### config.mk
export PLATFORM = sky130hd
export DESIGN_NAME = shift_chain_ctrl_flat
export DESIGN_NICKNAME = d
export VERILOG_FILES = /design/src/rtl/shift_chain_ctrl_if.sv /design/src/rtl/shift_chain_ctrl.sv /design/src/flat_wrapper.sv
export SDC_FILE = /design/constraint.sdc
export NUM_CORES = 1
export LEC_CHECK = 0
export BUFFER_PORTS_ARGS = -buffer_cell sky130_fd_sc_hd__buf_2
export CAP_MARGIN = 5
export CORE_MARGIN = 2
export CORE_UTILIZATION = 40
export DETAILED_ROUTE_END_ITERATION = 10
export GPL_TIMING_DRIVEN = 0
export PLACE_DENSITY = 0.7
export SETUP_SLACK_MARGIN = 0.5
export SYNTH_ARGS = -nofsm -noshare
export SYNTH_HDL_FRONTEND = slang
export SYNTH_SLANG_ARGS = --single-unit
### constraint.sdc
create_clock -name clk -period 2.3 [get_ports clk]
set_clock_uncertainty 0.05 [all_clocks]
set_input_delay 0.46 -clock clk [delete_from_list [all_inputs] [get_ports clk]]
set_output_delay 0.46 -clock clk [all_outputs]
set_load 0.01 [all_outputs]
### src/rtl/shift_chain_ctrl_if.sv
// Handshake and chain-control bundle for shift_chain_ctrl.
// master is the environment side, slave is the controller side.
interface shift_chain_ctrl_if #(
    parameter int WORD_W = 8
);
    logic              start;
    logic              in_valid;
    logic [WORD_W-1:0] in_data;
    logic              in_ready;
    logic              chain_shift_in;
    logic              chain_shift_en;
    logic              chain_out;
    logic              out_valid;
    logic [WORD_W-1:0] out_data;
    logic              out_ready;
    logic              busy;
    logic              done;

    modport master (
        output start, in_valid, in_data, out_ready, chain_out,
        input  in_ready, chain_shift_in, chain_shift_en,
        input  out_valid, out_data, busy, done
    );

    modport slave (
        input  start, in_valid, in_data, out_ready, chain_out,
        output in_ready, chain_shift_in, chain_shift_en,
        output out_valid, out_data, busy, done
    );
endinterface

### src/rtl/shift_chain_ctrl.sv
// Word-parallel controller for a serial shift chain: writes words in
// LSB first while capturing the bits that fall out as readback words.
module shift_chain_ctrl #(
    parameter int CHAIN_LEN = 576,
    parameter int WORD_W    = 8
) (
    input logic          clk,
    input logic          clr,
    shift_chain_ctrl_if.slave bus
);
    localparam int TW = $clog2(CHAIN_LEN + 1);
    localparam int KW = (WORD_W > 1) ? $clog2(WORD_W) : 1;
    localparam logic [TW-1:0] LEN   = TW'(CHAIN_LEN);
    localparam logic [TW-1:0] STEP  = TW'(WORD_W);
    localparam logic [KW-1:0] KLAST = KW'(WORD_W - 1);

    typedef enum logic [2:0] {
        S_IDLE,
        S_FETCH,
        S_SHIFT,
        S_DRAIN,
        S_DONE
    } state_t;

    state_t            state_q;
    logic [TW-1:0]     total_q;
    logic [TW-1:0]     total_d;
    logic [KW-1:0]     bit_q;
    logic [WORD_W-1:0] buf_q;
    logic [WORD_W-1:0] cap_q;
    logic [WORD_W-1:0] cap_d;
    logic [WORD_W-1:0] out_data_q;
    logic              out_valid_q;
    logic              in_ready;
    logic              shift_en;

    assign total_d  = total_q + STEP;
    assign in_ready = (state_q == S_FETCH) && !out_valid_q;
    assign shift_en = (state_q == S_SHIFT);

    assign bus.in_ready       = in_ready;
    assign bus.chain_shift_en = shift_en;
    assign bus.chain_shift_in = shift_en & buf_q[bit_q];
    assign bus.out_valid      = out_valid_q;
    assign bus.out_data       = out_data_q;
    assign bus.busy           = (state_q != S_IDLE);
    assign bus.done           = (state_q == S_DONE);

    // Capture word with the current chain_out merged into bit k.
    always_comb begin
        cap_d        = cap_q;
        cap_d[bit_q] = bus.chain_out;
    end

    // Pass sequencing, word buffer, capture and readback register.
    always_ff @(posedge clk or posedge clr) begin
        if (clr) begin
            state_q     <= S_IDLE;
            total_q     <= '0;
            bit_q       <= '0;
            buf_q       <= '0;
            cap_q       <= '0;
            out_data_q  <= '0;
            out_valid_q <= 1'b0;
        end else begin
            if (out_valid_q && bus.out_ready) begin
                out_valid_q <= 1'b0;
            end
            unique case (state_q)
                S_IDLE: begin
                    if (bus.start) begin
                        state_q <= S_FETCH;
                        total_q <= '0;
                    end
                end
                S_FETCH: begin
                    if (bus.in_valid && in_ready) begin
                        buf_q   <= bus.in_data;
                        bit_q   <= '0;
                        state_q <= S_SHIFT;
                    end
                end
                S_SHIFT: begin
                    cap_q <= cap_d;
                    bit_q <= bit_q + 1'b1;
                    if (bit_q == KLAST) begin
                        out_data_q  <= cap_d;
                        out_valid_q <= 1'b1;
                        total_q     <= total_d;
                        state_q     <= (total_d == LEN) ? S_DRAIN
                                                        : S_FETCH;
                    end
                end
                S_DRAIN: begin
                    if (!out_valid_q) begin
                        state_q <= S_DONE;
                    end
                end
                S_DONE: begin
                    state_q <= S_IDLE;
                end
                default: begin
                    state_q <= S_IDLE;
                end
            endcase
        end
    end
endmodule
### src/flat_wrapper.sv
// flat-port wrapper written by rule: the top's interface ports become plain ports
module shift_chain_ctrl_flat 
#(
    parameter int CHAIN_LEN = 576,
    parameter int WORD_W    = 8
)
  (clk, clr, bus_start, bus_in_valid, bus_in_data, bus_out_ready, bus_chain_out, bus_in_ready, bus_chain_shift_in, bus_chain_shift_en, bus_out_valid, bus_out_data, bus_busy, bus_done);
  shift_chain_ctrl_if #(.WORD_W(WORD_W)) bus_i ();
  input logic clk;
  input logic clr;
  input wire logic [$bits(bus_i.start)-1:0] bus_start;
  input wire logic [$bits(bus_i.in_valid)-1:0] bus_in_valid;
  input wire logic [$bits(bus_i.in_data)-1:0] bus_in_data;
  input wire logic [$bits(bus_i.out_ready)-1:0] bus_out_ready;
  input wire logic [$bits(bus_i.chain_out)-1:0] bus_chain_out;
  output wire logic [$bits(bus_i.in_ready)-1:0] bus_in_ready;
  output wire logic [$bits(bus_i.chain_shift_in)-1:0] bus_chain_shift_in;
  output wire logic [$bits(bus_i.chain_shift_en)-1:0] bus_chain_shift_en;
  output wire logic [$bits(bus_i.out_valid)-1:0] bus_out_valid;
  output wire logic [$bits(bus_i.out_data)-1:0] bus_out_data;
  output wire logic [$bits(bus_i.busy)-1:0] bus_busy;
  output wire logic [$bits(bus_i.done)-1:0] bus_done;
  assign bus_i.start = bus_start;
  assign bus_i.in_valid = bus_in_valid;
  assign bus_i.in_data = bus_in_data;
  assign bus_i.out_ready = bus_out_ready;
  assign bus_i.chain_out = bus_chain_out;
  assign bus_in_ready = bus_i.in_ready;
  assign bus_chain_shift_in = bus_i.chain_shift_in;
  assign bus_chain_shift_en = bus_i.chain_shift_en;
  assign bus_out_valid = bus_i.out_valid;
  assign bus_out_data = bus_i.out_data;
  assign bus_busy = bus_i.busy;
  assign bus_done = bus_i.done;
  shift_chain_ctrl #(.CHAIN_LEN(CHAIN_LEN), .WORD_W(WORD_W)) u_core (.clk(clk), .clr(clr), .bus(bus_i));
endmodule
==> flow_summary.ini, run 1 <==
[status]
status = complete, no violations

[setup_path]
critical_path.startpoint_type = flop
end_kind = output port
crit_type = flop to output port
regToRegSetupSlack_ps = 370
worst_ep_arrival_time_ps = 1640
critical_path_peak_fanout = 2
timing.reg2reg.worst_path_depth = 10
critPathRequiredTime_ps = 1790

[place]
dp_slack_ps = 321
numPortBuffers = 27
dp.final_hpwl_um = 2710
final_replace_weighted_congestion = 0.780

[finish]
final_cell_mix = 37 x sky130_fd_sc_hd__dfrtp_1, 28 x sky130_fd_sc_hd__buf_2, 25 x sky130_fd_sc_hd__nand2_1, 20 x sky130_fd_sc_hd__buf_4, 16 x sky130_fd_sc_hd__o21ai_0
layout.nets = 266
areaGrowthSynthToFinish_pct = 34.0
layout_commonest_cell = sky130_fd_sc_hd__dfrtp_1
num_antenna_cells = 0
drive_above_1_share_pct = 43.2

[detailed_routing]
route.detailed.vias_per_inst = 5.14
antenna_left = 0
first_pass_iters = 4
drt_drc_violations_left = 0
routed_wl_um = 4540
dr_total_vias = 1628
avgRoutedWirePerCell_um = 14.3
drt_iter0_drc = 86

[timing]
clock.fmax_mhz = 465
grt_setup_unrepaired = true
layout_worst_path_cycle_share_pct = 93.4
hold_viol_final = 0
tns_ps = 0
worst_slew_pin_slew_ps = 801
timing.final.setup_violations = 0
max_slew_headroom_pct = 46.5
finalWorstPathRequiredPeriod_ps = 2150
layout_setup_ws_ps = 151
slew_violations = 0

[power_and_ir_drop]
power.net_switching_mw = 0.994
internal_power_mw = 1.90
sequential_power_share_pct = 34.6
pwr-share-comb_pct = 49.0
ir_worst_vdd_v = 0.000504
clock_power_share_pct = 16.4
power.static_leakage_nw = 1.25
switching_share_pct = 34.4
power_per_cell_area_mw_per_mm2 = 1080

[clock_tree]
tritoncts = yes
ctsRootBufferMaster = sky130_fd_sc_hd__clkbuf_8
cts_hold_buffers_added = 0
cts.sinks = 38
clock_insertion_delay_worst_skew_ps = 290
tritoncts.num_buffers = 5
clock_path_buffers = 2
clkTransAtPathRegs_ps = 70
htreeDepth = 2

[die]
floorplan.initialDensity_pct = 41.9
die_h_um = 74.6
floorplan.rows = 25
chipWidth_um = 74.6
num_io_pins = 28
die_area_mm2 = 0.00556
floorplan.core_area_mm2 = 0.00475

[synth]
synth_warnings = 0
mappedNetlistArea_mm2 = 0.00199
ys_seq_elements = 38
number_of_unique_standard_cell_types_used_by_synthesis = 41
synth-edff-count = 0
synth_ff_type = sky130_fd_sc_hd__dfrtp_1
async_flop_share_pct = 100
synth_top_area_cell = sky130_fd_sc_hd__dfrtp_1
count_of_mapped_cells_out_of_synthesis = 190
mappedNetlistNets = 207
netlist.area_leader.share_pct = 47.7
synth-seq-area-share_pct = 47.7
synth_area_leaders = sky130_fd_sc_hd__dfrtp_1 48%, sky130_fd_sc_hd__mux2_2 7.9%, sky130_fd_sc_hd__nand2_1 5.1%
post_synth.cell_area_avg_um2 = 10.5

[global_route]
via_count_of_the_first_global_routing_pass = 1566
grt_first_pass_wirelength_um = 7180
initial_antenna_violation_count = 0
grt_start_max_net_pins = 39
groute.usage.overall_pct = 17.1
overflow = 0

[flow_run]
max_capacitance_violation_total = 0

[worst_hold_path]
worst_hold_path_type = primary input to asynchronous set/reset pin
[kinds of logic (layout without fill, tap and decap cells)]
| family | Yosys count | in the layout | share of synthesized area, % |
|---|---|---|---|
| fa+ha+maj | 3 | 3 | 1.88 |
| xor+xnor | 2 | 2 | 0.879 |
| flops | 38 | 38 | 47.7 |
| compound gates | 28 | 28 | 8.41 |
| simple gates | 74 | 74 | 19.8 |
| mux | 29 | 29 | 16.9 |
| buf+inv | 16 | 76 | 4.46 |
[synthesized netlist by cell type (4+ instances only)]
cell type and count:
sky130_fd_sc_hd__nor2b_1 6, sky130_fd_sc_hd__nor2_1 10, sky130_fd_sc_hd__nand2_1 27, sky130_fd_sc_hd__buf_2 4, sky130_fd_sc_hd__dfrtp_1 38, sky130_fd_sc_hd__mux2_2 14
sky130_fd_sc_hd__clkbuf_1 4, sky130_fd_sc_hd__mux2i_1 10, sky130_fd_sc_hd__o21ai_0 19, sky130_fd_sc_hd__nand3_1 10
[registers in the layout (all words and copies together) (netlist names)]
register	count
u_core.buf_q	8
u_core.cap_q	8
u_core.state_q	3
u_core.total_q	7
u_core.bus.out_valid	1
u_core.bus.out_data	8
u_core.bit_q	3
[critical path: stages (launching register included)]
cell and delay (ps):
sky130_fd_sc_hd__dfrtp_1 370, sky130_fd_sc_hd__buf_6 110, sky130_fd_sc_hd__mux4_2 500, sky130_fd_sc_hd__mux2i_1 170, sky130_fd_sc_hd__nor2_1 60, sky130_fd_sc_hd__buf_2 130
[power by group through the flow]
stage          combinational, mW  sequential [mW]  clock (mW)
2_1_floorplan              0.727            0.975           0
6_report                    1.42             1.00       0.475
3_5_place_dp               0.942            0.997           0
5_1_grt                     1.54             1.02       0.512
3_3_place_gp               0.932            0.990           0
4_1_cts                     1.23            0.985       0.487
[path summary, 6_finish.rpt]
kind,end,startpoint
hold / removal,u_core.bus.out_valid,clr
max in group asynchronous,u_core.bit_q[1],clr
hold reg to reg,u_core.bus.out_data[6],u_core.bus.out_data[6]
min in group clk,u_core.bus.out_valid,bus_out_ready
setup reg to reg,u_core.total_q[9],u_core.bit_q[0]
setup / recovery,bus_chain_shift_in,u_core.bit_q[2]
[final cells by class]
class	count	area [um2]
Buffer	12	109
Clock buffer	7	86.3
Clock inverter	1	5.00
Fill cell	428	2080
Inverter	4	17.5
Multi-Input combinational cell	136	1060
Sequential cell	38	952
Tap cell	67	83.8
Timing Repair Buffer	52	355
[repair_timing]
item	CTS	global route
endpoints found under the hold margin	0	0
gates resized for setup	22	29
setup buffers	17	8
endpoints found under the setup margin	22	26
pin swaps	5	6
[stage by stage]
step / utilization (%) / cells / power (mW) / instance area (um2) / hold slack (ps)
detailed placement: 46.6 / 284 / 1.94 / 2210 / 420
global route: 56.2 / 317 / 3.07 / 2670 / 303
CTS: 53.2 / 309 / 2.70 / 2530 / 294
finish: 56.2 / 317 / 2.89 / 2670 / 267
global placement: 46.6 / 284 / 1.92 / 2210 / 413
floorplan: - / 190 / 1.70 / 1990 / 414
[per-layer routing]
layer	vias up	wire length, um	track usage, %
met5	-	0	0
met4	0	50	4.96
met3	6	124	4.20
met2	27	2270	29.8
met1	809	2090	21.0
li1	786	-	-
Note: power is estimated with default switching activity, not from simulation.
==> run 2, diff against run 1 <==
--- a/config.mk
+++ b/config.mk
@@ -12,6 +12,7 @@
 export DETAILED_ROUTE_END_ITERATION = 10
 export GPL_TIMING_DRIVEN = 0
 export PLACE_DENSITY = 0.7
+export RECOVER_POWER = 25
 export SETUP_SLACK_MARGIN = 0.5
 export SYNTH_ARGS = -nofsm -noshare
 export SYNTH_HDL_FRONTEND = slang
==> flow_summary.ini, run 2 (synthesis gave the netlist of run 1 again) <==
[timing]
grt_setup_unrepaired = true
tns_ps = 0
max_slew_headroom_pct = 3.70
timing.final.setup_violations = 0
layout_worst_path_cycle_share_pct = 93.4
worst_slew_pin_slew_ps = 1440
clock.fmax_mhz = 465
finalWorstPathRequiredPeriod_ps = 2150
slew_violations = 0
hold_viol_final = 0

[clock_tree]
htreeDepth = 2
cts.sinks = 38
ctsRootBufferMaster = sky130_fd_sc_hd__clkbuf_8
tritoncts.num_buffers = 5
tritoncts = yes
clkTransAtPathRegs_ps = 70
clock_path_buffers = 2
clock_insertion_delay_worst_skew_ps = 290

[detailed_routing]
antenna_left = 0
avgRoutedWirePerCell_um = 14.3
route.detailed.vias_per_inst = 5.14
first_pass_iters = 4
drt_drc_violations_left = 0
dr_total_vias = 1629
routed_wl_um = 4540
drt_iter0_drc = 84

[setup_path]
cp_slowest_cell = sky130_fd_sc_hd__mux4_2
crit_path_buffers_inverters = 2
end_kind = output port
cp_cell_sequence = buf_6, mux4_2, mux2i_1, nor2_1, buf_2
critical_path_peak_fanout = 2
worst_ep_arrival_time_ps = 1640
timing.critical_path.max_delay_family = multiplexers
cp_peak_stage_delay_ps = 500
crit_type = flop to output port
critPathRequiredTime_ps = 1790
critical_path.startpoint_type = flop

[global_route]
groute.usage.overall_pct = 17.1
met1_track_usage_gr_pct = 21.0
grt_start_max_net_pins = 39
initial_antenna_violation_count = 0
grt_first_pass_wirelength_um = 7180
busiest_layer = met2
overflow = 0
via_count_of_the_first_global_routing_pass = 1566
met3_capacity_usage_during_global_routing_pct = 4.20
grtUsageMet2_pct = 29.8

[place]
numPortBuffers = 27
placed_cells_incl_taps = 284
final_replace_weighted_congestion = 0.780
dp.final_hpwl_um = 2710

[die]
floorplan.initialDensity_pct = 41.9
die_h_um = 74.6
num_io_pins = 28
floorplan.rows = 25
floorplan.core_area_mm2 = 0.00475
die_area_mm2 = 0.00556
chipWidth_um = 74.6

[finish]
layout_commonest_cell = sky130_fd_sc_hd__dfrtp_1
drive_above_1_share_pct = 42.8
fin_cells = 317
layout.nets = 266
num_antenna_cells = 0
areaGrowthSynthToFinish_pct = 34.0
final_cell_mix = 37 x sky130_fd_sc_hd__dfrtp_1, 28 x sky130_fd_sc_hd__buf_2, 25 x sky130_fd_sc_hd__nand2_1, 20 x sky130_fd_sc_hd__buf_4, 16 x sky130_fd_sc_hd__o21ai_0

[worst_hold_path]
worst_hold_path_type = primary input to flop

[power_and_ir_drop]
power.static_leakage_nw = 1.25
ir_worst_vdd_v = 0.000504
power_per_cell_area_mw_per_mm2 = 1080

[status]
status = complete, no violations

[flow_run]
max_capacitance_violation_total = 0
==> run 2: final cells by class <==
type                       instances  area (um2)
inverter                           4        17.5
timing repair buffer              52         355
clock buffer                       7        86.3
sequential                        38         952
multi-input combinational        136        1060
tap                               67        83.8
fill                             428        2080
clock inverter                     1        5.00
buffer                            12         109
==> run 2: repair_timing <==
item | 4_1_cts | 5_1_grt
pin swaps | 5 | 6
endpoints found under the setup margin | 22 | 26
resized for setup | 22 | 29
setup buffers | 17 | 8
hold buffers | 0 | 0
==> run 2: routing by layer <==
layer | wire length, um | vias up
met3 | 124 | 6
met5 | 0 | -
li1 | - | 786
met1 | 2090 | 810
met2 | 2270 | 27
met4 | 50 | 0
==> run 2: metrics by stage <==
step / hold slack [ps] / power, mW / instance area (um2) / util, % / setup slack (ps)
6_report: 296 / 2.89 / 2670 / 56.2 / 151
4_1_cts: 294 / 2.70 / 2530 / 53.2 / 194
3_5_place_dp: 420 / 1.94 / 2210 / 46.6 / 321
5_1_grt: 303 / 3.07 / 2670 / 56.2 / 75.6
3_3_place_gp: 413 / 1.92 / 2210 / 46.6 / 332
2_1_floorplan: 414 / 1.70 / 1990 / - / 531
==> run 2: worst paths after layout <==
check                      slack [ps]  cells after the start                    from                     end
setup / recovery                  150                      5         u_core.bit_q[2]      bus_chain_shift_in
setup reg to reg                  370                     10         u_core.bit_q[0]       u_core.total_q[9]
min in group asynchronous         530                      2                     clr    u_core.bus.out_valid
max in group asynchronous         720                      2                     clr         u_core.bit_q[1]
hold / removal                    300                      2           bus_out_ready    u_core.bus.out_valid
hold reg to reg                   430                      2  u_core.bus.out_data[6]  u_core.bus.out_data[6]
==> run 2: report_power, final <==
| group | internal (mW) | switching (mW) |
|---|---|---|
| combinational | 0.785 | 0.632 |
| clock | 0.242 | 0.233 |
| sequential | 0.872 | 0.128 |
| total | 1.90 | 0.994 |
==> run 3, diff against run 2 <==
--- a/config.mk
+++ b/config.mk
@@ -14,6 +14,7 @@
 export PLACE_DENSITY = 0.7
 export RECOVER_POWER = 25
 export SETUP_SLACK_MARGIN = 0.5
+export SLEW_MARGIN = 0
 export SYNTH_ARGS = -nofsm -noshare
 export SYNTH_HDL_FRONTEND = slang
 export SYNTH_SLANG_ARGS = --single-unit
==> constraint.sdc (replaced) <==
create_clock -name clk -period 2.1 [get_ports clk]
set_clock_uncertainty 0.05 [all_clocks]
set_input_delay 0.42 -clock clk [delete_from_list [all_inputs] [get_ports clk]]
set_output_delay 0.42 -clock clk [all_outputs]
set_load 0.01 [all_outputs]
==> flow_summary.ini, run 3 (synthesis gave the netlist of run 1 again) <==
[status]
status = finished with violations
failed_checks = max-capacitance violations

[finish]
layout.nets = 269
drive_above_1_share_pct = 53.8
multi_input_comb_area_mm2 = 0.00123
num-fill-cells = 366
fin_util_pct = 61.8
num_antenna_cells = 0
layout_commonest_cell = sky130_fd_sc_hd__dfrtp_1
fin_cells = 320
areaGrowthSynthToFinish_pct = 47.5
final-seq-area_um2 = 952
final_cell_mix = 37 x sky130_fd_sc_hd__dfrtp_1, 28 x sky130_fd_sc_hd__buf_2, 19 x sky130_fd_sc_hd__buf_6, 16 x sky130_fd_sc_hd__mux2_4, 13 x sky130_fd_sc_hd__buf_4

[die]
die_area_mm2 = 0.00556
chipWidth_um = 74.6
num_io_pins = 28
floorplan.initialDensity_pct = 41.9
floorplan.rows = 25
die_h_um = 74.6
floorplan.core_area_mm2 = 0.00475

[power_and_ir_drop]
sequential_power_share_pct = 32.2
clock_power_share_pct = 15.5
pwr-share-comb_pct = 52.3
ir_worst_vdd_v = 0.000577
power_per_cell_area_mw_per_mm2 = 1170
power.net_switching_mw = 1.21
switching_share_pct = 35.0
power.static_leakage_nw = 1.37
internal_power_mw = 2.24

[setup_path]
crit_path_buffers_inverters = 2
end_kind = output port
critPathRequiredTime_ps = 1630
worst_ep_arrival_time_ps = 1610
cp_slowest_cell = sky130_fd_sc_hd__mux4_2
critical_path_peak_fanout = 2
cp_cell_sequence = buf_6, mux4_2, mux2i_1, nor2_1, buf_2
cp_peak_stage_delay_ps = 500
crit_type = flop to output port
critical_path.startpoint_type = flop
timing.critical_path.max_delay_family = multiplexers

[timing]
layout_worst_path_cycle_share_pct = 98.9
worst_slew_pin_slew_ps = 1480
slew_violations = 0
finalWorstPathRequiredPeriod_ps = 2080
timing.final.setup_violations = 0
hold_viol_final = 0
grt_setup_unrepaired = true
max_slew_headroom_pct = 1.43
clock.fmax_mhz = 482

[global_route]
groute.usage.overall_pct = 19.7
grt_start_max_net_pins = 39
via_count_of_the_first_global_routing_pass = 1728
overflow = 0
initial_antenna_violation_count = 0
grt_first_pass_wirelength_um = 8140

[detailed_routing]
first_pass_iters = 4
routed_wl_um = 5530
drt_iter0_drc = 111
route.detailed.vias_per_inst = 5.34
antenna_left = 0
dr_total_vias = 1709
avgRoutedWirePerCell_um = 17.3
drt_drc_violations_left = 0

[clock_tree]
htreeDepth = 2
clkTransAtPathRegs_ps = 90
cts_hold_buffers_added = 0
tritoncts.num_buffers = 5
cts.sinks = 38
ctsRootBufferMaster = sky130_fd_sc_hd__clkbuf_8
clock_insertion_delay_worst_skew_ps = 300
tritoncts = yes
clock_path_buffers = 2

[place]
numPortBuffers = 27
dp.final_hpwl_um = 2830
final_replace_weighted_congestion = 0.755
placed_cells_incl_taps = 284

[worst_hold_path]
worst_hold_path_type = primary input to flop

[flow_run]
max_capacitance_violation_total = 1
[run 3: timing repair]
action / CTS / global route
endpoints found under the setup margin: 37 / 38
cloned: 0 / 2
hold endpoints to repair: 0 / 0
pin swaps: 8 / 11
setup buffers: 22 / 4
resized for setup: 36 / 75
[run 3: area by class of cell]
cell class              count  share of cell area (%)
plain buffers              12                    4.68
well taps                  67                    2.85
multi-input cells         136                    41.8
clock buffers               6                    2.81
repair buffers             55                    14.5
flip-flops and latches     38                    32.4
inverters                   4                   0.596
clock inverters             2                   0.426
[run 3: power groups by stage]
stage | Combinational (mW) | Sequential, mW | Clock (mW)
after global placement | 1.04 | 1.08 | 0
after detailed placement | 1.05 | 1.09 | 0
after floorplan | 0.809 | 1.07 | 0
after CTS | 1.46 | 1.09 | 0.542
after global routing | 1.94 | 1.14 | 0.576
final | 1.81 | 1.11 | 0.535
[run 3: path summary, 6_finish.rpt]
path,start,to,slack [ps],cells past startpoint
setup / recovery,u_core.bit_q[2],bus_chain_shift_in,20,5
hold / removal,bus_out_ready,u_core.bus.out_valid,260,2
setup reg to reg,u_core.state_q[2],u_core.cap_q[5],120,8
hold reg to reg,u_core.bus.out_data[6],u_core.bus.out_data[6],450,2
max in group asynchronous,clr,u_core.bit_q[1],530,2
min in group asynchronous,clr,u_core.state_q[2],490,2
[run 3: per-stage QoR]
| step | hold slack, ps | power, mW | setup slack, ps | cell area (um2) | TNS (ps) |
|---|---|---|---|---|---|
| 2_1_floorplan | 414 | 1.88 | 396 | 2000 | 0 |
| 3_3_place_gp | 412 | 2.12 | 190 | 2220 | 0 |
| 3_5_place_dp | 416 | 2.14 | 127 | 2220 | 0 |
| 4_1_cts | 247 | 3.09 | 21.5 | 2660 | 0 |
| 5_1_grt | 259 | 3.66 | -42.3 | 2940 | -42.3 |
| 6_report | 256 | 3.45 | 23.5 | 2940 | 0 |
[run 3: per-layer routing]
| layer | track usage (%) | part of all wire [%] |
|---|---|---|
| met5 | 0 | 0 |
| met4 | 7.14 | 3.4 |
| met3 | 4.61 | 3.0 |
| met2 | 34.3 | 52 |
| met1 | 23.7 | 42 |
